===== config.mk =====
export PLATFORM = sky130hd
export DESIGN_NAME = add_serial
export DESIGN_NICKNAME = d
export VERILOG_FILES = /design/src/rtl/add_serial.sv
export SDC_FILE = /design/constraint.sdc
export NUM_CORES = 1
export LEC_CHECK = 0
export ABC_CLOCK_PERIOD_IN_PS = 4800
export CORE_MARGIN = 2
export CORE_UTILIZATION = 40
export CTS_CLUSTER_SIZE = 20
export DETAILED_ROUTE_END_ITERATION = 16
export GPL_TIMING_DRIVEN = 0
export PLACE_DENSITY_LB_ADDON = 0.15
export SLEW_MARGIN = 25
export SYNTH_ARGS = -nofsm -noshare
export SYNTH_HDL_FRONTEND = slang
export SYNTH_SLANG_ARGS = --single-unit

===== constraint.sdc =====
create_clock -name clk -period 4.8 [get_ports clk]
set_clock_uncertainty 0.1 [all_clocks]
set_input_delay 0.96 -clock clk [delete_from_list [all_inputs] [get_ports clk]]
set_output_delay 0.96 -clock clk [all_outputs]
set_load 0.03 [all_outputs]

===== src/rtl/add_serial.sv =====
// add_serial: digit-serial adder/subtractor with a valid/ready handshake on
// both sides. An operation is latched in IDLE, processed one DIGIT-wide slice
// per clock (LSB slice first) in BUSY, and held in DONE until the consumer
// takes it.
//
// Ports:
//   clk        clock, all state changes on the rising edge
//   rst        asynchronous active-high reset
//   in_valid   operands and mode present
//   in_ready   block can accept an operation (IDLE only)
//   a, b       WIDTH-bit operands
//   ci         carry in (add) / borrow in (sub)
//   mode       0 = add, 1 = subtract
//   out_valid  result held on s/co/ov (DONE only)
//   out_ready  consumer takes result
//   s          sum/difference mod 2^WIDTH
//   co         add: carry out; sub: 1 = no borrow
//   ov         two's-complement signed overflow
//
// state | meaning
// IDLE  | waiting for in_valid, in_ready = 1
// BUSY  | adding one digit slice per edge, carry rippling through cy
// DONE  | result held, out_valid = 1 until out_ready
module add_serial #(
    parameter int WIDTH = 16,
    parameter int DIGIT = 4
) (
    input  logic             clk,
    input  logic             rst,
    input  logic             in_valid,
    output logic             in_ready,
    input  logic [WIDTH-1:0] a,
    input  logic [WIDTH-1:0] b,
    input  logic             ci,
    input  logic             mode,
    output logic             out_valid,
    input  logic             out_ready,
    output logic [WIDTH-1:0] s,
    output logic             co,
    output logic             ov
);

    localparam int NDIG = WIDTH / DIGIT;
    localparam int CW   = (NDIG > 1) ? $clog2(NDIG) : 1;
    localparam logic [CW-1:0] LAST = CW'(NDIG - 1);

    localparam logic [1:0] IDLE = 2'd0;
    localparam logic [1:0] BUSY = 2'd1;
    localparam logic [1:0] DONE = 2'd2;

    logic [1:0]       state;
    logic [CW-1:0]    cnt;
    logic [WIDTH-1:0] opa;
    logic [WIDTH-1:0] opb;      // already inverted for subtract
    logic             cy;       // carry rippling between slices
    logic [DIGIT-1:0] a_dig;
    logic [DIGIT-1:0] b_dig;
    logic [DIGIT:0]   sum;
    logic [WIDTH-1:0] s_next;

    assign in_ready  = (state == IDLE);
    assign out_valid = (state == DONE);

    always_comb begin
        a_dig  = '0;
        b_dig  = '0;
        for (int i = 0; i < NDIG; i++) begin
            if (cnt == CW'(i)) begin
                a_dig = opa[i*DIGIT +: DIGIT];
                b_dig = opb[i*DIGIT +: DIGIT];
            end
        end
        sum    = {1'b0, a_dig} + {1'b0, b_dig} + {{DIGIT{1'b0}}, cy};
        s_next = s;
        for (int i = 0; i < NDIG; i++) begin
            if (cnt == CW'(i)) begin
                s_next[i*DIGIT +: DIGIT] = sum[DIGIT-1:0];
            end
        end
    end

    always_ff @(posedge clk or posedge rst) begin
        if (rst) begin
            state <= IDLE;
            cnt   <= '0;
            opa   <= '0;
            opb   <= '0;
            cy    <= 1'b0;
            s     <= '0;
            co    <= 1'b0;
            ov    <= 1'b0;
        end else begin
            case (state)
                IDLE: begin
                    if (in_valid) begin
                        opa   <= a;
                        opb   <= mode ? ~b : b;
                        // subtract is a + ~b + ~ci
                        cy    <= ci ^ mode;
                        cnt   <= '0;
                        state <= BUSY;
                    end
                end
                BUSY: begin
                    s  <= s_next;
                    cy <= sum[DIGIT];
                    if (cnt == LAST) begin
                        cnt   <= '0;
                        co    <= sum[DIGIT];
                        // final slice carries the result MSB
                        ov    <= (opa[WIDTH-1] == opb[WIDTH-1]) &&
                                 (sum[DIGIT-1] != opa[WIDTH-1]);
                        state <= DONE;
                    end else begin
                        cnt <= cnt + CW'(1);
                    end
                end
                DONE: begin
                    if (out_ready) begin
                        state <= IDLE;
                    end
                end
                default: state <= IDLE;
            endcase
        end
    end

endmodule

## After elaboration in Yosys (flattened, before gate mapping)

Cells that the tools add are included.

- Add/sub/neg operators: 3
- Equality and inequality tests: 10
- Multiplexer cells: 18
- Bitwise logic cells: 2
- Reduce and logical (&&, ||, !) cells: 11

Operators with widths:

| cell | count |
|---|---|
| $mux W4 | 8 |
| $mux W16 | 1 |
| $not A16 Y16 | 1 |
| $reduce_and A2 Y1 | 6 |
| $mux W2 | 5 |
| $eq A2 B2 Y1 const B | 3 |
| $pmux W2 S3 | 1 |
| $add A4 B4 Y5 | 1 |
| $add A5 B1 Y5 | 1 |
| $eq A2 B1 Y1 const B | 2 |
| $logic_not A2 Y1 | 2 |
| $ne A2 B2 Y1 const B | 2 |
| $pmux W2 S2 | 1 |
| $reduce_and A3 Y1 | 1 |
| $add A2 B1 Y2 const B | 1 |
| $ne A2 B1 Y1 const B | 1 |
| $pmux W1 S2 | 1 |
| $reduce_bool A2 Y1 | 1 |
| $eq A1 B1 Y1 | 1 |
| $logic_and A1 B1 Y1 | 1 |
| $mux W1 | 1 |
| $ne A1 B1 Y1 | 1 |
| $xor A1 B1 Y1 | 1 |

- Register bits after elaboration: 55
- Bits of input ports: 38
- Output and inout bits: 20

## Logic depth before layout (Yosys ltp)

Gate-level depths: netlist of the first run.

- Depth in word-level cells: 9
- Gate-level depth with buffers: 12
- Mapped depth without buffers: 12

## Worst setup path before layout of the first run

No wires, ideal clock.

- Path kind: register to register
- Start point: reg cnt[0]
- End point: reg cy
- Data arrival time: 2,521 ps
- Setup slack: 2,040 ps
- Stages on the path, launching flop included: 13
- Clock period less this slack: 2,760 ps
- Cell sequence: dfrtp_1 > inv_1 > ha_1 > and2b_1 > a221oi_1 > nor3_1 > a21oi_1 > fa_1 > inv_1 > fa_1 > a21o_1 > a21oi_1 > o221ai_1

- Word-level cells in the longest chain between the ends: 8
- Elaborated cells between the ends (all ways): 15
- Those cells by class: add/sub (2); eq/ne (3); mux (9); reduce/logical (1)

Ends and longest elaborated chain:

| what | RTL line | RTL |
|---|---|---|
| start, declared | 52 | `logic [CW-1:0] cnt;` |
| start signal, assigned | 115 | `cnt <= cnt + CW'(1);` |
| $logic_not A2 Y1 | 68 | `if (cnt == CW'(i)) begin` |
| $mux W4 (4 in a row) | 68 |  |
| $add A4 B4 Y5 * | 73 | `sum = {1'b0, a_dig} + {1'b0, b_dig} + {{DIGIT{1'b0}}, cy};` |
| $add A5 B1 Y5 * | 73 |  |
| $pmux W1 S2 * | 93 | `case (state)` |
| end signal, assigned | 99 | `cy <= ci ^ mode;` |
| end signal, assigned | 106 | `cy <= sum[DIGIT];` |
| end, declared | 55 | `logic cy;` |

Mark *: on every way between the ends. The rest lies on a longest branch, timed or not.
A chain may end at the register's enable or synchronous reset.

## Worst setup path in the final report of the first run

- Start point: reg cnt[0]
- End point: reg s[2]

- Word-level cells in the longest chain between the ends: 7
- Elaborated cells between the ends (all ways): 15
- Those cells by class: add/sub (2); eq/ne (3); mux (8); reduce/logical (2)

Ends and longest elaborated chain:

| what | RTL line | RTL |
|---|---|---|
| $logic_not A2 Y1 | 68, 76 |  |
| $mux W4 (4 in a row) | 68 |  |
| $add A4 B4 Y5 | 73 |  |
| $add A5 B1 Y5 | 73 |  |
| end signal, assigned | 105 | `s <= s_next;` |
| end, declared | 38 | `output logic [WIDTH-1:0] s,` |

Parallel ways exist; a longest one is shown, timed or not.

==> results of run 1 <==
## tightest hold or removal path: cells and delay by family (launching register included)
| kind | cells | cell delay [ns] |
|---|---|---|
| DFF | 1 | 0.35 |
| and+or+nand+nor | 2 | 0.11 |
## logic make-up after synthesis
family | share of synthesized area
AOI/OAI and AO/OA | 0.128
xor gates and xnor gates | 0.0619
adders and majority gates | 0.0475
buffers and inverters | 0.0391
DFF | 0.512
muxes | 0.0195
and+or+nand+nor | 0.193
## state kept, by name, summed over array words and instances (netlist names)
signal	count
opa	16
opb	16
s	16
cnt	2
state	2
co	1
cy	1
ov	1
## power by group through the flow
stage | Combinational [mW] | Clock [mW] | Sequential (mW)
6_report | 1.33 | 0.292 | 0.814
5_1_grt | 1.50 | 0.322 | 0.845
2_1_floorplan | 0.802 | 0 | 0.916
4_1_cts | 1.35 | 0.304 | 0.816
3_5_place_dp | 1.35 | 0 | 0.825
3_3_place_gp | 1.32 | 0 | 0.817
## cell usage after synthesis, drive strengths merged
library cell  number  area share
ha                 7       0.033
or2b               1      0.0028
nand3              3      0.0056
o2111ai            1      0.0033
buf               12       0.025
o221ai             1      0.0033
o21ai             36       0.068
nor2b              5       0.012
inv                6      0.0084
and2               1      0.0023
nor3               3      0.0056
o31ai              4       0.011
nand3b             5       0.014
nand2             96        0.14
a21oi             12       0.022
nor2               2      0.0037
xnor2             19       0.062
a221oi             4       0.013
fa                 2       0.015
dfrtp             55        0.51
a21o               1      0.0028
and2b              1      0.0028
nand2b             1      0.0023
clkbuf             3      0.0056
mux2               4       0.020
and3               1      0.0023
a211o              1      0.0033
## per-layer routing
metal,vias up,track usage,part of all wire
li1,1072,-,-
met1,969,0.230,0.47
met2,41,0.280,0.49
met3,2,0.0289,0.037
met4,0,0.0404,0.0042
met5,-,0,0
## metrics by stage
step / setup WS [ns] / instances / utilization / hold slack [ns]
after floorplan: 2.04 / 287 / - / 0.346
after global placement: 1.40 / 420 / 0.521 / 0.360
after detailed placement: 1.62 / 420 / 0.521 / 0.363
after CTS: 1.59 / 427 / 0.537 / 0.385
after global routing: 1.28 / 427 / 0.537 / 0.403
final: 1.57 / 427 / 0.537 / 0.384
## final timing paths
check                                 to  depth (start not counted)
worst min register to register   opa[12]                          2
worst min-delay path             opa[12]                          2
worst max-delay path                s[2]                         11
max in group asynchronous          s[13]                          2
min in group asynchronous       state[1]                          2
worst max register to register      s[2]                         11
## cells in the final DEF, fill, tap and decap left out, types with 2 or more instances in the layout
cell / n
inv_1: 5
nand2_2: 3
fa_1: 2
mux2_4: 2
a221oi_1: 4
ha_1: 7
nand3_1: 3
clkdlybuf4s50_1: 56
xnor2_1: 19
nor2b_1: 5
o21ai_0: 31
nand2_1: 92
buf_2: 9
dfrtp_1: 55
nor3_1: 3
o31ai_1: 4
clkbuf_1: 3
clkbuf_8: 5
o21ai_1: 4
buf_4: 3
a21oi_1: 12
nand3b_1: 5
## layout make-up
cell class                 instances  area, µm²  area share
tap                               77       96.3      0.0279
multi-input combinational        211       1210       0.350
buffer                            15       82.6      0.0239
clock inverter                     1       30.0     0.00870
timing repair buffer              56        561       0.162
sequential                        55       1380       0.399
inverter                           6       25.0     0.00725
clock buffer                       6       72.6      0.0210
==> run summary, run 1 <==
Port Buffers: 56
Mapped Cells: 287
Logic gate share of total power: 0.546
CP max stage delay: 0.44 ns
CP required: 4.86 ns
Sequential area share after synthesis: 0.512
CTS tree: yes
Hold Violations, Final: 0
CTS Buf Count: 5
Largest net degree at the start of global routing: 56
Final Setup Violations: 0
VDD IR max: 0.000279 V
Global-route wire length before repair: 9.89 mm
RSZ-0062 raised after global routing: no
Arrival time at the worst endpoint: 3.29 ns
Area of the mapped netlist: 2690 µm²
Syn. warnings: 0
Worst-Skew Late Latency: 0.30 ns
Vias in the first global route: 2106
Internal: 1.38 mW
Setup TNS Final: 0 ns
Final Cycle Share: 0.673
Distinct cells, synth: 36
Die height: 86.0 µm
Mean post-synth cell area: 9.37 µm²
Final wirelength: 5.67 mm
Final min period: 3.23 ns
Sw power: 1.06 mW
Setup bufs post-CTS: 0
Crit path kind: reg -> reg
Actual slew at the worst max-slew pin: 0.660 ns
Critical Path Source: cnt[0]
Hpwl dp: 4.34 mm
Area delta synth->final: 28.3%
CTS root buf: clkbuf_8
Drc violations: 0
Crit-path leading delay family: adder cells
Worst path bufs/invs: 2
Clk sinks: 55
H-tree levels: 2
Worst hold start: opa[12]
Initial drt markers: 83
Final Power: 2.43 mW
Site row count: 29
Synthesized flop and latch total: 55
Full die area: 7390 µm²
Sw Ratio: 0.435
Fillers: 619
Initial antenna violation count: 0
CTS resizes: 0
CTS Hold Bufs: 0
P per Cell Area: 705 nW/µm²
Antenna viol nets, final: 0
Finished Cell Area: 3450 µm²
Core area: 6420 µm²
Hold crit path type: reg -> reg
Critical Path Fanout Max: 6
Clock power frac: 0.120
Detailed Routing Iterations Pass 1: 4
RR Startpoint: cnt[0]
Post-DR wirelength/cell: 13.3 µm
P_leak: 1.57 nW
Setup crit start kind: register
Top achievable clock speed: 310 MHz
I/O pins: 58
Share of layout cells above drive strength 1: 0.0829
GRT Residual Overflow: 0
Initial Util: 0.419
Sequential cell fraction of total power: 0.334
Gpl congestion: 0.820
GRT Util Overall: 0.169
Max clock buf depth: 2
Crit path cell chain: inv_1, ha_1, and2b_1, a221oi_1, nor3_1, a21oi_1, fa_1, inv_1, fa_1, xnor2_1, o21ai_0
ANT cells: 0
DIE WIDTH: 86.0 µm
Maximum capacitance violations: 0
Vias per std cell: 4.88
Critical path capture point type: register
CP max stage cell: dfrtp_1
Layout Nets: 397
Slew Limit Fails: 0
Worst-path clk slew: 0.10 ns
Post-synth net total: 334
Routed vias: 2084
Rel. slew slack: 0.560
Dpl cell area: 3350 µm²
Status: completed
Worst R2R Setup Slack: 1.57 ns
Note: power is estimated with default switching activity, not from simulation.
==> run 2, diff against run 1 <==
ABC_CLOCK_PERIOD_IN_PS = 3020   (was 4800)
clock period = 3.02 ns   (was 4.8 ns; I/O delays follow)
==> run 2 against run 1 <==
Sequential cell count unchanged. Worst hold slack got worse by 0.0031 ns. Cell count increased by 0.47%. First-iteration DRC count decreased by 14%. Final area increased by 2.4%. Die area unchanged.
==> run summary, run 2 (synthesis gave the netlist of run 1 again) <==
Global-route wire length before repair: 9.99 mm (+0.98%)
Vias in the first global route: 2137 (+1.5%)
CTS Hold Bufs: 0 (unchanged)
Die height: 86.0 µm (unchanged)
Layout Nets: 399 (+0.50%)
Vias per std cell: 4.97 (+1.9%)
Dpl cell area: 3350 µm² (unchanged)
Crit path kind: reg -> reg
Worst-Skew Late Latency: 0.30 ns (about the same)
Critical Path Fanout Max: 6 (unchanged)
H-tree levels: 2 (unchanged)
Reg2reg path depth: 10 (-1)
RR Startpoint: cnt[0]
Detailed Routing Iterations Pass 1: 4 (unchanged)
Maximum capacitance violations: 0 (unchanged)
CP required: 3.10 ns (-1.76 ns)
CTS Buf Count: 5 (unchanged)
ANT cells: 0 (unchanged)
I/O pins: 58 (unchanged)
Largest net degree at the start of global routing: 56 (unchanged)
Initial antenna violation count: 0 (unchanged)
Max clock buf depth: 2 (unchanged)
Slew Limit Fails: 0 (unchanged)
CP max stage delay: 0.47 ns (+0.03 ns)
CTS tree: yes
Rel. slew slack: 0.551 (-0.00895)
Critical Path Source: cnt[0]
GRT Residual Overflow: 0 (unchanged)
Hold crit path type: reg -> reg
RSZ-0062 raised after global routing: yes
Share of layout cells above drive strength 1: 0.125 (+0.0421)
Clk sinks: 55 (unchanged)
P_leak: 1.59 nW (+1.2%)
GRT Util Overall: 0.170 (+0.00105)
Hold Violations, Final: 0 (unchanged)
Final Power: 4.07 mW (+67%)
Initial Util: 0.419 (unchanged)
CP max stage cell: fa_2
Full die area: 7390 µm² (unchanged)
Setup crit start kind: register
Commonest cells after routing, fill and taps aside: 92 x nand2_1, 56 x clkdlybuf4s50_1, 54 x dfrtp_1, 29 x o21ai_0, 17 x xnor2_1
Final Setup Violations: 0 (unchanged)
Final min period: 2.87 ns (-0.358 ns)
Actual slew at the worst max-slew pin: 0.674 ns (+0.0134 ns)
Regs by FF count: opa (16), opb (16), s (16)
CTS root buf: clkbuf_8
Most common cell after layout, fill and taps aside: nand2_1
Hpwl dp: 4.34 mm (unchanged)
Gpl congestion: 0.820 (unchanged)
Post-DR wirelength/cell: 13.5 µm (+1.7%)
Worst hold start: opa[4]
VDD IR max: 0.000503 V (+81%)
Area delta synth->final: 31.4%
Final Cycle Share: 0.950 (+0.278)
Finished Cell Area: 3530 µm² (+2.4%)
Routed vias: 2133 (+2.4%)
Crit path to: s[1]
Worst-path clk slew: 0.10 ns (about the same)
Arrival time at the worst endpoint: 2.95 ns (-0.34 ns)
P per Cell Area: 1150 nW/µm² (+63%)
RR Endpoint: s[1]
DIE WIDTH: 86.0 µm (unchanged)
Initial drt markers: 71 (-14%)
Antenna viol nets, final: 0 (unchanged)
Core area: 6420 µm² (unchanged)
Crit path cell chain: inv_1, ha_4, and2b_1, a221oi_1, nor3_1, a21oi_2, fa_2, inv_1, fa_2, mux2_1
Site row count: 29 (unchanged)
Port Buffers: 56 (unchanged)
Critical path capture point type: register
Worst R2R Setup Slack: 0.15 ns (-1.42 ns)
Status: completed
Drc violations: 0 (unchanged)
Final wirelength: 5.79 mm (+2.2%)
Top achievable clock speed: 348 MHz (+12%)
==> run 2: cell types whose count changed in the layout (fill, tap and decap cells not counted), sizes merged <==
cell | before | now
buf | 12 | 14
==> run 2: area by class of cell <==
type / instances / area [µm²]
fillers: 608 / 2890
flip-flops and latches: 55 / 1380
multi-input cells: 211 / 1270
repair buffers: 58 / 576
well taps: 77 / 96.3
plain buffers: 15 / 82.6
clock buffers: 6 / 72.6
clock inverters: 1 / 30.0
inverters: 6 / 25.0
==> run 2: where the power goes <==
group | leakage (nW) | internal [mW] | switching (mW)
Combinational | 0.848 | 0.981 | 1.32
Sequential | 0.687 | 1.08 | 0.216
Clock | 0.0513 | 0.243 | 0.222
==> run 2: worst max-delay path: cells and delay by family (launching register included) <==
kind / cells / cell delay (ns)
flops: 1 / 0.46
mux: 1 / 0.30
buf+inv: 2 / 0.21
compound gates: 2 / 0.18
simple gates: 2 / 0.44
fa+ha+maj: 3 / 1.05
==> run 2: metal layers <==
layer  global-route usage  wire length [µm]  part of all wire
met1                0.229              2690              0.46
met2                0.284              2850              0.49
met3               0.0308               228             0.039
met4               0.0418                26            0.0045
met5                    0                 0                 0
==> run 2: worst min path at each step <==
stage	end	cells after the start
finish	opa[4]	2
global route	opa[13]	2
CTS	opa[4]	2
detailed placement	opa[12]	2
global placement	s[10]	2
floorplan	opa[13]	2
==> run 2: metrics by stage <==
step / cells / worst slack (ns) / setup TNS, ns / hold slack [ns] / utilization
5_1_grt: 429 / -0.0120 / -0.0120 / 0.402 / 0.550
2_1_floorplan: 287 / 0.260 / 0 / 0.346 / -
6_report: 429 / 0.150 / 0 / 0.380 / 0.550
3_5_place_dp: 420 / -0.162 / -0.853 / 0.363 / 0.521
3_3_place_gp: 420 / -0.142 / -1.66 / 0.360 / 0.521
4_1_cts: 428 / 0.0372 / 0 / 0.388 / 0.544
==> run 2: repair_timing <==
action,in CTS,in global routing
resized for setup,8,9
endpoints found under the setup margin,10,14
pin swaps,0,2
setup buffers,1,1
endpoints found under the hold margin,0,0
==> run 3, diff against run 2 <==
CTS_CLUSTER_SIZE = 30   (was 20)
==> results of run 3 <==
Final layout, timing and power as in run 2 (identical DEF).
